`src/rtl/systolic_seq_ctrl_pkg.sv`:
```
// Shared types and codes for the systolic array command sequencer:
// default geometry, PEmode codes, command ops, response errors, FSM states.
package systolic_seq_ctrl_pkg;

  localparam int PE_ROW_D  = 4;
  localparam int PE_COL_D  = 4;
  localparam int DWIDTH_D  = 16;
  localparam int TIMEOUT_D = 255;

  typedef enum logic [1:0] {
    PM_INIT = 2'b00,
    PM_WLOD = 2'b01,
    PM_DLOD = 2'b11
  } pemode_e;

  localparam logic [1:0] OP_LOADW   = 2'b00;
  localparam logic [1:0] OP_COMPUTE = 2'b01;

  localparam logic [1:0] ERR_OK    = 2'b00;
  localparam logic [1:0] ERR_NOW   = 2'b01;
  localparam logic [1:0] ERR_TMO   = 2'b10;
  localparam logic [1:0] ERR_BADOP = 2'b11;

  typedef enum logic [2:0] {
    S_IDLE  = 3'd0,
    S_WLOAD = 3'd1,
    S_WWAIT = 3'd2,
    S_DLOAD = 3'd3,
    S_DWAIT = 3'd4,
    S_ABORT = 3'd5,
    S_RESP  = 3'd6
  } state_e;

endpackage

```
`src/rtl/systolic_seq_ctrl.sv`:
```
// Command sequencer between the coprocessor cmd/rsp channels and the
// systolic array. Ports:
//   clk, rst_n (sync, active-low)
//   cmd_valid/cmd_ready/cmd_op/cmd_data   : command channel
//   rsp_valid/rsp_ready/rsp_data/rsp_err  : response channel
//   arr_din_data/arr_pemode/arr_out_valid : array drive
//   arr_result/arr_load_finish/arr_final_finish : array return
//   weights_loaded, busy                  : status
module systolic_seq_ctrl
  import systolic_seq_ctrl_pkg::*;
#(
  parameter int PE_ROW  = PE_ROW_D,
  parameter int PE_COL  = PE_COL_D,
  parameter int DWIDTH  = DWIDTH_D,
  parameter int TIMEOUT = TIMEOUT_D
) (
  input  logic                            clk,
  input  logic                            rst_n,
  input  logic                            cmd_valid,
  output logic                            cmd_ready,
  input  logic [1:0]                      cmd_op,
  input  logic [PE_ROW*PE_COL*DWIDTH-1:0] cmd_data,
  output logic                            rsp_valid,
  input  logic                            rsp_ready,
  output logic [PE_ROW*PE_COL*DWIDTH-1:0] rsp_data,
  output logic [1:0]                      rsp_err,
  output logic [PE_ROW*PE_COL*DWIDTH-1:0] arr_din_data,
  output logic [1:0]                      arr_pemode,
  output logic                            arr_out_valid,
  input  logic [PE_ROW*PE_COL*DWIDTH-1:0] arr_result,
  input  logic                            arr_load_finish,
  input  logic                            arr_final_finish,
  output logic                            weights_loaded,
  output logic                            busy
);

  localparam int MW = PE_ROW * PE_COL * DWIDTH;
  localparam int CW = $clog2(TIMEOUT + 1);

  state_e          r_state;
  state_e          w_next;
  logic [CW-1:0]   r_cnt;
  logic [MW-1:0]   r_buf;
  logic [MW-1:0]   r_rsp_data;
  logic [1:0]      r_rsp_err;
  logic            r_wl;
  logic            w_acc;
  logic            w_tmo;
  pemode_e         w_pm;
  logic            w_ov;

  assign w_acc = cmd_valid && (r_state == S_IDLE);
  assign w_tmo = (r_cnt == CW'(TIMEOUT));

  always_ff @(posedge clk) begin
    if (!rst_n) r_state <= S_IDLE;
    else        r_state <= w_next;
  end

  always_comb begin
    w_next = r_state;
    unique case (r_state)
      S_IDLE: begin
        if (w_acc) begin
          unique case (1'b1)
            (cmd_op == OP_LOADW):   w_next = S_WLOAD;
            (cmd_op == OP_COMPUTE): w_next = r_wl ? S_DLOAD : S_RESP;
            default:                w_next = S_RESP;
          endcase
        end
      end
      S_WLOAD: w_next = S_WWAIT;
      S_WWAIT: begin
        if (arr_load_finish) w_next = S_RESP;
        else if (w_tmo)      w_next = S_ABORT;
      end
      S_DLOAD: w_next = S_DWAIT;
      S_DWAIT: begin
        if (arr_final_finish) w_next = S_RESP;
        else if (w_tmo)       w_next = S_ABORT;
      end
      S_ABORT: w_next = S_RESP;
      S_RESP:  if (rsp_ready) w_next = S_IDLE;
      default: w_next = S_IDLE;
    endcase
  end

  // Array controls depend on state only, never on cmd inputs.
  always_comb begin
    w_pm = PM_INIT;
    w_ov = 1'b0;
    unique case (1'b1)
      (r_state == S_WLOAD): begin
        w_pm = PM_WLOD;
        w_ov = 1'b1;
      end
      (r_state == S_WWAIT): w_ov = 1'b1;
      (r_state == S_DLOAD),
      (r_state == S_DWAIT): begin
        w_pm = PM_DLOD;
        w_ov = 1'b1;
      end
      default: ;
    endcase
  end

  always_ff @(posedge clk) begin
    if (!rst_n) begin
      r_cnt      <= '0;
      r_buf      <= '0;
      r_rsp_data <= '0;
      r_rsp_err  <= ERR_OK;
      r_wl       <= 1'b0;
    end else begin
      unique case (r_state)
        S_IDLE: begin
          if (w_acc) begin
            r_buf      <= cmd_data;
            r_rsp_data <= '0;
            unique case (1'b1)
              (cmd_op == OP_LOADW):   r_rsp_err <= ERR_OK;
              (cmd_op == OP_COMPUTE): r_rsp_err <= r_wl ? ERR_OK : ERR_NOW;
              default:                r_rsp_err <= ERR_BADOP;
            endcase
          end
        end
        S_WLOAD, S_DLOAD: r_cnt <= '0;
        S_WWAIT: begin
          r_cnt <= r_cnt + 1'b1;
          if (arr_load_finish) begin
            r_wl      <= 1'b1;
            r_rsp_err <= ERR_OK;
          end else if (w_tmo) begin
            // A failed load leaves the array weights undefined.
            r_wl      <= 1'b0;
            r_rsp_err <= ERR_TMO;
          end
        end
        S_DWAIT: begin
          r_cnt <= r_cnt + 1'b1;
          if (arr_final_finish) begin
            r_rsp_data <= arr_result;
            r_rsp_err  <= ERR_OK;
          end else if (w_tmo) begin
            r_rsp_err <= ERR_TMO;
          end
        end
        S_ABORT: r_rsp_data <= '0;
        default: ;
      endcase
    end
  end

  assign cmd_ready      = (r_state == S_IDLE);
  assign busy           = (r_state != S_IDLE);
  assign rsp_valid      = (r_state == S_RESP);
  assign rsp_data       = r_rsp_data;
  assign rsp_err        = r_rsp_err;
  assign arr_din_data   = r_buf;
  assign arr_pemode     = w_pm;
  assign arr_out_valid  = w_ov;
  assign weights_loaded = r_wl;

endmodule

```
`config.mk`:
```
export PLATFORM = sky130hd
export DESIGN_NAME = systolic_seq_ctrl
export DESIGN_NICKNAME = d
export VERILOG_FILES = /design/src/rtl/systolic_seq_ctrl_pkg.sv /design/src/rtl/systolic_seq_ctrl.sv
export SDC_FILE = /design/constraint.sdc
export NUM_CORES = 1
export LEC_CHECK = 0
export CORE_AREA = 4 4 408 410
export DETAILED_ROUTE_END_ITERATION = 16
export DIE_AREA = 0 0 412 414
export GPL_ROUTABILITY_DRIVEN = 1
export GPL_TIMING_DRIVEN = 0
export PLACE_DENSITY = 0.37
export SLEW_MARGIN = 5
export SYNTH_ARGS = -nofsm -noshare
export SYNTH_HDL_FRONTEND = slang
export SYNTH_SLANG_ARGS = --single-unit
```
`constraint.sdc`:
```
create_clock -name clk -period 3.7 [get_ports clk]
set_input_delay 0.37 -clock clk [delete_from_list [all_inputs] [get_ports clk]]
set_output_delay 0.37 -clock clk [all_outputs]
set_load 0.02 [all_outputs]
```
==> results of run 1 <==
metrics by stage:
step / setup slack [ns] / setup TNS [ns]
3_3_place_gp: -0.261 / -13.59
3_5_place_dp: 0.287 / 0
5_1_grt: 0.141 / 0
4_1_cts: 0.333 / 0
6_report: 0.479 / 0
2_1_floorplan: 1.95 / 0
flip-flops by register name, summed over array words and instances (netlist names):
name / count
weights_loaded: 1
rsp_data: 256
rsp_err: 2
r_state: 3
arr_din_data: 256
r_cnt: 8
power groups by stage:
stage	registers (mW)	logic [mW]	clock network, mW
floorplan	8.36	2.90	0
global placement	7.32	8.80	0
detailed placement	7.34	8.78	0
CTS	7.23	8.81	7.77
global route	7.34	9.29	7.94
finish	7.22	8.60	7.45
synth_stat cells (2+ instances only):
cell type	count	share of area (%)
nand2_1	779	16
dfxtp_1	526	56
a21oi_1	520	14
nand3_1	262	7.0
clkbuf_1	116	2.3
buf_2	76	2.0
nor2_1	11	0.22
buf_1	7	0.14
buf_4	6	0.24
xnor2_1	5	0.23
nand2b_1	4	0.13
o21ai_0	4	0.11
and3_1	3	0.10
inv_1	3	0.060
nor4_1	3	0.10
o211ai_1	3	0.12
inv_2	2	0.040
nand4_1	2	0.067
nor3_1	2	0.053
nor3b_1	2	0.080
nor4b_1	2	0.093
o31a_1	2	0.093
o32ai_1	2	0.093
o41ai_1	2	0.093
worst max-delay path, cell delays in order (launching register included):
cell and delay [ns]:
dfxtp_1 0.41, clkbuf_1 0.39, nor2b_1 0.34, nand2_1 0.11, o21ai_0 0.13, clkdlybuf4s50_1 0.84
cell families (layout without fill, tap and decap cells):
kind of cell               after synthesis  count (layout)  share of synthesized area [%]
other                                    0              11                              0
and+or+nand+nor                       1078            1078                           23.7
buffers and inverters                  211            1379                           4.85
AOI/OAI and AO/OA                      545             545                           14.9
DFF                                    526             526                           56.1
adders and majority gates                1               1                         0.0667
muxes                                    1               1                         0.0533
xor gates and xnor gates                 6               6                          0.280
routing by layer:
layer  routed length [microns]  vias to the layer above  global-route usage [%]
li1                          -                    10100                       -
met3                     12800                      215                    6.08
met1                     52000                     9952                    16.9
met5                       214                        -                       0
met4                      2810                       36                    2.74
met2                     67600                      851                    27.2
worst max path at each step:
stage          startpoint           endpoint  slack, ns  cells after the start
6_report       r_state[2]      arr_pemode[1]       0.48                      5
5_1_grt        r_state[2]      arr_pemode[1]       0.14                      5
3_3_place_gp        rst_n  arr_din_data[164]      -0.26                      6
3_5_place_dp        rst_n  arr_din_data[168]       0.29                      6
4_1_cts        r_state[1]      arr_pemode[1]       0.33                      5
2_1_floorplan  r_state[1]      arr_pemode[1]       1.95                      4
area by class of cell:
| class | instances | area, sq um | area share (%) |
|---|---|---|---|
| Timing Repair Buffer | 1040 | 10400 | 30.3 |
| Buffer | 205 | 890 | 2.59 |
| Sequential cell | 526 | 10500 | 30.6 |
| Clock buffer | 98 | 2030 | 5.90 |
| Clock inverter | 30 | 440 | 1.28 |
| Antenna cell | 11 | 27.5 | 0.0800 |
| Multi-Input combinational cell | 1631 | 7330 | 21.3 |
| Inverter | 6 | 22.5 | 0.0655 |
| Tap cell | 2175 | 2720 | 7.91 |
==> results.json, run 1 <==
{
  "cts.repair.resized": 0,
  "dp.cells": 5583,
  "tightestPinTransition_ns": 1.23,
  "drt_iter0_markers": 1152,
  "routedWlPerCell_microns": 23.7,
  "relSlewSlack_pct": 18.0,
  "p_sw_mw": 9.03,
  "maxCapViolCount": 0,
  "yosysSeqAreaShare_pct": 56.1,
  "fill_cells": 18100,
  "vias": 21200,
  "final_cells": 5722,
  "grt_overflow_total": 0,
  "crit_type": "reg -> out",
  "placed_cell_area_sq_mm": 0.0319,
  "worst_hold_slack_ns": 0.179,
  "drv_slew": 0,
  "synth_nets": 2889,
  "io_pins": 1041,
  "path_clk_slew_ns": 0.05,
  "finalWirelength_microns": 135000,
  "die_x_microns": 412,
  "first_pass_iters": 5,
  "p_per_area_mw_per_mm2": 676,
  "numClockSinks": 526,
  "yosysWarnings": 0,
  "ir_worst_vdd_mv": 0.395,
  "numCtsBuffers": 71,
  "rsz0062_at_grt": "no",
  "die_height_microns": 414,
  "syn_area_sq_mm": 0.0188,
  "hpwlAfterDp_microns": 111000,
  "first_global_vias": 20700,
  "swShare_pct": 38.8,
  "antenna_found_initial": 79,
  "p_total_mw": 23.3,
  "ff2ff_setup_slack_ns": 0.89,
  "grt_pass1_wl_microns": 180000,
  "netlist_instances": 2368,
  "final_cell_area_sq_mm": 0.0344,
  "hold_end": "r_cnt[6]",
  "leakage_nw": 11.5,
  "critPathCaptureType": "primary output",
  "clkLatencyLatePin_ns": 0.66,
  "crit_path_start_kind": "register",
  "layout.nets": 4002,
  "synth-async-reset-ratio_pct": 0,
  "synthToLayoutAreaGrowth_pct": 83.3,
  "core-area_sq_mm": 0.162,
  "final_util_pct": 21.2,
  "hp-class": "in -> reg",
  "port_buffers": 1039,
  "skew_ns": 0.0294,
  "synth-seq-cells": 526,
  "final_hold_viol_count": 0,
  "layout_common_cells": "1,039 x clkdlybuf4s50_1, 779 x nand2_1, 526 x dfxtp_1",
  "synth.distinct_cells": 48,
  "syn_avg_cell_area_sq_um": 7.92,
  "hold_buffers": 0,
  "start_util_pct": 11.6,
  "grt_max_degree": 13,
  "dieArea_sq_mm": 0.171,
  "cts_tree": "yes",
  "ff2ff_path_depth": 7,
  "rows": 148,
  "hold_depth": 2,
  "post-cts-setup-buffers": 0,
  "crit_arrival_ns": 2.85,
  "critPathMaxFanout": 10,
  "synth_ff_type": "dfxtp_1",
  "max_freq_mhz": 311,
  "rr_endpoint": "arr_din_data[186]",
  "setup_viol": 0,
  "fin_crit_ns": 3.22,
  "final_common_cell": "clkdlybuf4s50_1",
  "crit_required_ns": 3.33,
  "pwr-share-seq_pct": 31.0,
  "r2r_start": "r_state[2]",
  "drive_gt1_share_pct": 5.74,
  "viasPerCell": 3.70,
  "drcViolationCount": 0,
  "hold_path.startpoint": "rst_n",
  "p_int_mw": 14.2,
  "synth-edff-count": 0,
  "cts_buffer_depth": 3,
  "period_share_pct": 87.0,
  "gp_congestion": 0.842,
  "grt_usage_pct": 15.1,
  "combinationalPowerShare_pct": 37.0,
  "ant_nets": 0,
  "h-tree-depth": 3,
  "root_buffer": "clkbuf_16",
  "power_frac_clock_pct": 32.0,
  "status": "finished, final reports clean"
}
(Power assumes the default switching activity.)
==> run 2, diff against run 1 <==
--- a/config.mk
+++ b/config.mk
@@ -5,9 +5,10 @@
 export SDC_FILE = /design/constraint.sdc
 export NUM_CORES = 1
 export LEC_CHECK = 0
-export CORE_AREA = 4 4 408 410
+export CORE_AREA = 3 3 407 409
+export CTS_BUF_LIST = sky130_fd_sc_hd__clkbuf_4 sky130_fd_sc_hd__clkbuf_8
 export DETAILED_ROUTE_END_ITERATION = 16
-export DIE_AREA = 0 0 412 414
+export DIE_AREA = 0 0 410 412
 export GPL_ROUTABILITY_DRIVEN = 1
 export GPL_TIMING_DRIVEN = 0
 export PLACE_DENSITY = 0.37
==> constraint.sdc (replaced) <==
create_clock -name clk -period 3.5 [get_ports clk]
set_input_delay 0.35 -clock clk [delete_from_list [all_inputs] [get_ports clk]]
set_output_delay 0.35 -clock clk [all_outputs]
set_load 0.02 [all_outputs]
==> run 2 against run 1 <==
Combinational power grew 9.5%. Critical path type unchanged. Via count is 7.1% higher. Largest power group unchanged. Core utilization increased by 2.2 points.
==> results.json, run 2 (synthesized netlist as in run 1, its figures left out) <==
{
  "relSlewSlack_pct": 23.8,
  "clkLatencyLatePin_ns": 0.81,
  "setup_slack_ns": 0.339,
  "post-place-ws_ns": -0.141,
  "port_buffers": 1039,
  "crit_path_start_kind": "register",
  "rsz0062_at_grt": "no",
  "maxCapViolCount": 0,
  "post-cts-setup-buffers": 0,
  "fin_crit_ns": 3.16,
  "crit_type": "reg -> out",
  "gp_congestion": 0.829,
  "drcViolationCount": 0,
  "grt_pass1_wl_microns": 183000,
  "numClockSinks": 526,
  "fill_cells": 18100,
  "grt_usage_pct": 15.4,
  "synthToLayoutAreaGrowth_pct": 102,
  "start_util_pct": 11.6,
  "max_freq_mhz": 316,
  "grt_overflow_total": 0,
  "die_x_microns": 410,
  "tightestPinTransition_ns": 1.14,
  "p_total_mw": 24.3,
  "drt_iter0_markers": 1000,
  "final_common_cell": "clkdlybuf4s50_1",
  "critPathCaptureType": "primary output",
  "final_hold_viol_count": 0,
  "first_global_vias": 23200,
  "ff2ff_setup_slack_ns": 0.47,
  "dieArea_sq_mm": 0.169,
  "ant_nets": 0,
  "period_share_pct": 90.3,
  "crit_arrival_ns": 2.81,
  "layout.nets": 4397,
  "placed_cell_area_sq_mm": 0.0319,
  "vias": 22700,
  "h-tree-depth": 3,
  "crit_required_ns": 3.15,
  "drv_slew": 0,
  "drive_gt1_share_pct": 7.17,
  "grt_max_degree": 16,
  "ir_worst_vdd_mv": 0.285,
  "rows": 148,
  "hp-class": "in -> reg",
  "worst_hold_slack_ns": 0.136,
  "routedWlPerCell_microns": 22.0,
  "core-area_sq_mm": 0.162,
  "numCtsBuffers": 108,
  "p_per_area_mw_per_mm2": 641,
  "status": "finished, final reports clean",
  "viasPerCell": 3.69,
  "path_clk_slew_ns": 0.06,
  "setup_viol": 0,
  "leakage_nw": 13.1,
  "cts_buffer_depth": 3,
  "root_buffer": "clkbuf_8",
  "layout_common_cells": "1,038 x clkdlybuf4s50_1, 779 x nand2_1, 526 x dfxtp_1",
  "antenna_found_initial": 56,
  "io_pins": 1041,
  "die_height_microns": 412,
  "skew_ns": 0.0277,
  "first_pass_iters": 5,
  "hpwlAfterDp_microns": 108000,
  "critPathMaxFanout": 10,
  "final_cell_area_sq_mm": 0.0379,
  "finalWirelength_microns": 135000,
  "cts_tree": "yes"
}
## run 2: cell types whose count changed in the layout (fill, tap and decap cells not counted), sizes merged, moves of 2 or more
cell         previous run  this run
clkinv                 17        14
dlygate4sd3             0       359
bufinv                  9         2
clkinvlp                2         4
diode                  11        20
clkbuf                214       290
## run 2: worst paths after layout
| path | startpoint | end | cells past startpoint |
|---|---|---|---|
| setup reg to reg | r_state[1] | rsp_data[159] | 7 |
| hold / removal | arr_result[160] | rsp_data[160] | 3 |
| hold reg to reg | rsp_data[210] | rsp_data[210] | 2 |
| setup / recovery | r_state[2] | arr_pemode[0] | 5 |
## run 2: final cells by class
class | instances | area, sq um | area share [%]
clock buffer | 174 | 2210 | 5.82
inverter | 6 | 22.5 | 0.0594
buffer | 205 | 891 | 2.35
antenna | 20 | 50.0 | 0.132
multi-input combinational | 1631 | 7330 | 19.3
tap | 2175 | 2720 | 7.17
sequential | 526 | 10500 | 27.8
clock inverter | 22 | 198 | 0.521
timing repair buffer | 1398 | 14000 | 36.9
## run 2: layer usage
layer,up-vias,routed length (microns),GRT usage [%]
met5,-,206,0
li1,11000,-,-
met1,10600,51400,16.8
met4,32,2940,3.54
met2,889,67600,27.3
met3,201,13200,6.80
## run 2: per-stage QoR
stage	TNS, ns	util (%)	instances
2_1_floorplan	0	-	2368
6_report	0	23.4	6157
3_3_place_gp	-6.58	19.6	5582
4_1_cts	0	23.3	6137
3_5_place_dp	-5.02	19.6	5582
5_1_grt	0	23.3	6147
## run 2: repair_timing
action                                 4_1_cts  5_1_grt
resized for setup                            2        1
hold buffers                               359        0
setup endpoints to repair                    2        1
endpoints found under the hold margin      368        0
pin swaps                                    0        0
## run 2: worst max-delay path: stages (launching register included)
cell and delay, ns:
dfxtp_1 0.42, clkbuf_1 0.38, nor2b_1 0.32, nand2_1 0.10, nand2_1 0.07, clkdlybuf4s50_1 0.73
## run 2: power breakdown
group	leakage, nW	switching, mW	internal [mW]
Sequential	4.28	0.637	7.01
Combinational	7.53	5.87	3.55
Clock	1.27	3.10	4.13
